### src/rtl/cascade_down_counter.sv
// cascade_down_counter: loadable down-counter of 4-bit stages with borrow ripple, auto-reload and terminal-count pulse
module cascade_down_counter #(
    parameter int NIBBLES = 2,
    localparam int W = 4 * NIBBLES
) (
    input  logic         CLK,
    input  logic         CLR,
    input  logic [W-1:0] D,
    input  logic         LOAD_n,
    input  logic         ENP,
    input  logic         ENT,
    input  logic         RELOAD_EN,
    output logic [W-1:0] Q,
    output logic         BO,
    output logic         TC_PULSE,
    output logic         ZERO
);
    logic [W-1:0] r;
    logic [W-1:0] q_dec;
    logic         underflow;

    assign ZERO = Q == '0;
    assign BO   = ENT & ZERO;

    // Borrow ripples upward: a stage steps only when every lower stage is zero
    always_comb begin
        logic [NIBBLES:0] stage_en;
        stage_en = '0;
        q_dec = Q;
        stage_en[0] = ENP & ENT;
        for (int k = 0; k < NIBBLES; k++) begin
            q_dec[4*k +: 4] = stage_en[k] ? Q[4*k +: 4] - 4'd1 : Q[4*k +: 4];
            stage_en[k+1] = stage_en[k] & (Q[4*k +: 4] == 4'd0);
        end
        underflow = stage_en[NIBBLES];
    end

    // Clear beats load beats count; an underflow either wraps or reloads from r
    always_ff @(posedge CLK) begin
        if (CLR) begin
            Q <= '0;
            r <= '0;
            TC_PULSE <= 1'b0;
        end else if (!LOAD_n) begin
            Q <= D;
            r <= D;
            TC_PULSE <= 1'b0;
        end else begin
            Q <= (underflow && RELOAD_EN) ? r : q_dec;
            TC_PULSE <= underflow;
        end
    end
endmodule
### config.mk
export PLATFORM = sky130hd
export DESIGN_NAME = cascade_down_counter
export DESIGN_NICKNAME = d
export VERILOG_FILES = /design/src/rtl/cascade_down_counter.sv
export SDC_FILE = /design/constraint.sdc
export NUM_CORES = 1
export LEC_CHECK = 0
export ABC_CLOCK_PERIOD_IN_PS = 1800
export BUFFER_PORTS_ARGS = -buffer_cell sky130_fd_sc_hd__buf_2
export CORE_AREA = 2 2 53 55
export DETAILED_ROUTE_END_ITERATION = 8
export DIE_AREA = 0 0 55 57
export GPL_TIMING_DRIVEN = 1
export SYNTH_ARGS = -nofsm -noshare
export SYNTH_HDL_FRONTEND = slang
export SYNTH_SLANG_ARGS = --single-unit
### constraint.sdc
create_clock -name CLK -period 1.8 [get_ports CLK]
set_clock_uncertainty 0.1 [all_clocks]
set_input_delay 0.18 -clock CLK [delete_from_list [all_inputs] [get_ports CLK]]
set_output_delay 0.18 -clock CLK [all_outputs]
set_load 0.05 [all_outputs]
Word level (Yosys, flattened, before mapping)
Cells that the tools add are included.

word-level totals
  input bits = 14
  register bits after elaboration = 17
  output and inout bits = 11

operators by class
  reductions and logical operators = 5
  mux-type cells = 4
  add/sub/neg operators = 2
  bitwise operators = 5
  eq/ne operators = 2

operators with widths
  kind                                              number
  2-to-1 mux 8 bit                                  2
  zero test 4 bit                                   2
  zero test 8 bit                                   1
  2-to-1 mux 4 bit                                  2
  subtractor 4 x 1 -> 4 bit, second input constant  2
  != test 3 x 1 -> 1 bit, second input constant     2
  AND 1 bit                                         4
  OR reduction 2 bit                                1
  logical AND 1 bit                                 1
  inverter 1 bit                                    1

Logic depth before layout (Yosys ltp)
  depth in word-level cells = 6
  mapped depth = 7
  depth with buffers taken out = 6

Worst setup path after synthesis
No wires, ideal clock.

  path kind = flip-flop to output port
  from = register Q[0]
  to = output BO
  cell stages (with the launch flop) = 7
  path slack = -961 ps
  arrival = 2481 ps
  data required time = 1520 ps
  path through = dfxtp_1 > inv_1 > ha_1 > or3b_1 > buf_6 > nor4b_4 > and2_1

on the way
  cells in the longest elaborated chain, start to end = 2

ends and longest elaborated chain
  item                    RTL line  source
  from (decl)             13        output logic [W-1:0] Q,
  from (signal assigned)  49        Q <= (underflow && RELOAD_EN) ? r : q_dec;
  zero test 8 bit         22        assign ZERO = Q == '0;
  named net ZERO          16        output logic ZERO
  AND 1 bit               23        assign BO = ENT & ZERO;
  to (decl)               14        output logic BO,

The timed path passes the listed nets, and every way through them passes these cells.

Worst setup path after layout
  from = register Q[0]
  to = output BO

on the way
  cells in the longest elaborated chain, start to end = 2

ends and longest elaborated chain
  item             RTL line
  zero test 8 bit  22
  AND 1 bit        23

No other way between the ends.

==> flow_results.org <==
** Run status
- Run status :: finished with violations
- Violated checks :: setup timing

** Logic synthesis
- The synthesized design contains 0 enable-type register cells.
- In the synthesized netlist the dominant register cell turns out to be dfxtp_1.
- Counting every instance in the synthesized netlist gives 104.
- Sequential share of the synthesized area :: 35.3%
- Each instance of the synthesized netlist takes up on average 9.28 um2.
- Distinct cell type count after synthesis :: 35
- By area the synthesized netlist is led by dfxtp_1 35%, a311oi_1 5.4%, ha_1 5.2%.
- Counting every net in the synthesized netlist gives 122.
- The biggest area contributor in the post-synthesis netlist is dfxtp_1.
- Yosys synthesis warning count :: 0
- Top cell type's share of synthesized area :: 35.3%
- Of all flip-flops after synthesis, the portion carrying an async set or reset was 0%.
- After synthesis the cells add up to 965 um2.
- Synthesis-stage register bit count :: 17

** Global routing
- Entering global routing, the biggest net connects 18 pins.
- The first global-routing pass estimated 3.76 mm of wire.
- Global routing consumed, over all layers together, 16.1% of the routing resources.
- For this run the aggregate overflow at the end of global routing stands at 0.
- The via count of the first global-routing pass came to 886.
- The initial antenna violation count is 0.

** Drt
- After detailed routing, the number of remaining DRC violations is 0.
- In the routed layout, each cell is associated on average with a via count of 5.22.
- The detailed router placed 908 vias in this run.
- Once detail routing completed, the nets flagged for antenna violations numbered 0.
- The first detailed-routing pass took 4 iterations.
- Aggregate routed wire length :: 2.22 mm
- The first routing iteration left 10 violations.
- Avg WL per Cell :: 12.8 um

** Die
- The floorplan step set the die width to 55 um.
- Placeable Area :: 2620 um2
- In this run the core area contains 19 standard-cell rows.
- Die footprint :: 3140 um2
- Number of placed I/O pins :: 25
- The initial utilization of the core area, before any placement, comes to 36.9%.
- Y dimension of the die :: 57 um

** Power and ir drop
- Peak supply drop :: 0.435 mV
- In this run the static leakage power is 0.562 nW.
- In this run the power density over the cells is 726 nW/um2.

** Place
- Input and output buffers added on the ports amount to 24.
- Post-Place Cell Area :: 1200 um2
- Routability-driven placement congestion ratio :: 0.771
- After legalization and detailed placement, the total HPWL measured 1.66 mm.

** Layout
- Most common cell after layout, fill and taps aside :: buf_2
- Antenna fix cells :: 0
- Summing all multi-input logic gate instances after layout gives 612 um2.
- Across the whole layout, storage elements account for 352 um2.
- Summing all non-filler instances in the final layout gives an area of 1310 um2.
- Commonest cells after routing, fill and taps aside :: 22 x buf_2, 16 x buf_4, 12 x dfxtp_1
- Share of the core filled with cells :: 50.1%
- Number of nets at the end of the flow :: 162
- After filler insertion, the fill cell instance count of the layout stands at 271.
- The area growth from synthesis to layout is 35.8%.
- Share of final-layout standard cells stronger than drive strength 1 :: 47.6%

** Timing
- The count of endpoints failing hold in the final timing report came to 0.
- Setup repair after global routing could not meet its margin everywhere.
- In this run the tightest slew margin relative to its limit is 79.4%.
- Derived from the worst setup path, the maximum achievable clock frequency is 0.488 GHz.
- Smallest hold slack :: 32.2 ps
- For the pin with the worst max-slew slack, the measured transition is 306 ps.
- Tcrit/Tclk final :: 114%
- The number of pins exceeding their max-slew limit in the final report is 0.
- Setup violations remaining at the end of the flow were counted as 4.
- Slack of the critical path :: -250 ps
- Setup TNS Final :: -596 ps
- Period minus WS final :: 2050 ps

** Job
- Maximum Capacitance Violations :: 0

** Clocking
- TritonCTS built the clock tree.
- CTS H-tree lvls :: 1
- Buffers inserted during clock tree synthesis total 3.
- The longest clock path from root to sink contains 2 buffers.
- Buffer type at the clock tree root :: clkbuf_4
- After clock tree synthesis, the flow added hold-fix buffers numbering 0.
- Number of sinks driven by the clock tree :: 17
- The clock reaches the later pin of the worst-skew pair after 290 ps.
- Clock-pin slew was measured on the worst setup and hold paths at 90 ps.

** Worst setup path
- Worst setup EP type :: output port
- The worst setup path is launched from a flop.
- The critical path is of the reg -> out type.
- Worst endpoint data arrival time :: 1770 ps
- Top fanout value on the critical path :: 2
- Worst endpoint required time :: 1520 ps

** Hold path
- In this run the worst hold path is classified as in -> reg.
==> registers in the layout, summed over array words and instances, names as in the netlist <==
register  cells
Q             8
r             8
TC_PULSE      1
==> through the flow <==
step / worst slack (ps) / power [W] / std cells
after floorplan: -592 / 0.000640 / 104
after global placement: -53.7 / 0.000723 / 167
after detailed placement: -92.6 / 0.000727 / 167
after CTS: -256 / 0.000964 / 175
after global routing: -309 / 0.00101 / 174
final: -250 / 0.000951 / 174
==> synthesized netlist by cell type (2+ instances only) <==
cell type  count
a21oi_1        5
a311oi_1       6
and2_1         2
buf_6          2
clkbuf_1       3
dfxtp_1       17
ha_1           4
inv_1          5
mux2_2         2
mux2i_1        5
nand2_1       10
nand2b_1       3
nand3_1        2
nor2_1         9
nor2b_1        2
nor3_1         3
nor4_1         2
o211ai_1       2
o21ai_1        3
xor2_1         2
==> metal layers <==
| metal | up-vias | GRT usage [%] | wire length [um] |
|---|---|---|---|
| met5 | - | 0 | 0 |
| met4 | 0 | 7.32 | 55 |
| met3 | 7 | 1.57 | 69 |
| met2 | 20 | 25.3 | 1060 |
| met1 | 424 | 21.7 | 1030 |
| li1 | 457 | - | - |
==> cell type report <==
cell class	instances	share of cell area (%)
inverter	5	1.62
multi-input combinational	77	46.7
sequential	17	26.8
tap	31	2.96
timing repair buffer	40	19.9
clock buffer	4	2.01
==> power breakdown <==
group	switching (W)	total [W]	internal, W	leakage, nW
Sequential	0.0000222	0.000425	0.000402	0.143
Clock	0.000113	0.000199	0.0000862	0.0150
Combinational	0.000187	0.000328	0.000141	0.404
Total	0.000322	0.000951	0.000629	0.562
==> critical path: stages, from the launching register on <==
cell,delay [ps]
dfxtp_4,360
inv_4,60
ha_4,120
or3b_4,380
nor4b_4,240
and2_4,190
buf_8,140
==> cells by family (layout without fill, tap and decap cells) <==
logic type | Yosys count | after routing | synth area share [%]
xor+xnor | 3 | 3 | 2.72
mux | 7 | 7 | 7.52
simple gates | 42 | 42 | 28.0
buf+inv | 10 | 49 | 5.45
fa+ha+maj | 4 | 4 | 5.19
flops | 17 | 17 | 35.3
compound gates | 21 | 21 | 15.8
==> path summary, 6_finish.rpt <==
check        from    to  slack, ps  cells after the start
max          Q[0]    BO       -250                      6
min          D[5]  r[5]         30                      3
max reg2reg  Q[0]  Q[5]       -110                      8
min reg2reg  r[4]  r[4]        370                      2
==> what timing repair did <==
| item | 4_1_cts | 5_1_grt |
|---|---|---|
| hold endpoints to repair | 0 | 0 |
| setup endpoints to repair | 7 | 9 |
| resized for setup | 14 | 2 |
| buffers inserted | 4 | 0 |
| pin swaps | 5 | 5 |
(Power assumes the default switching activity.)
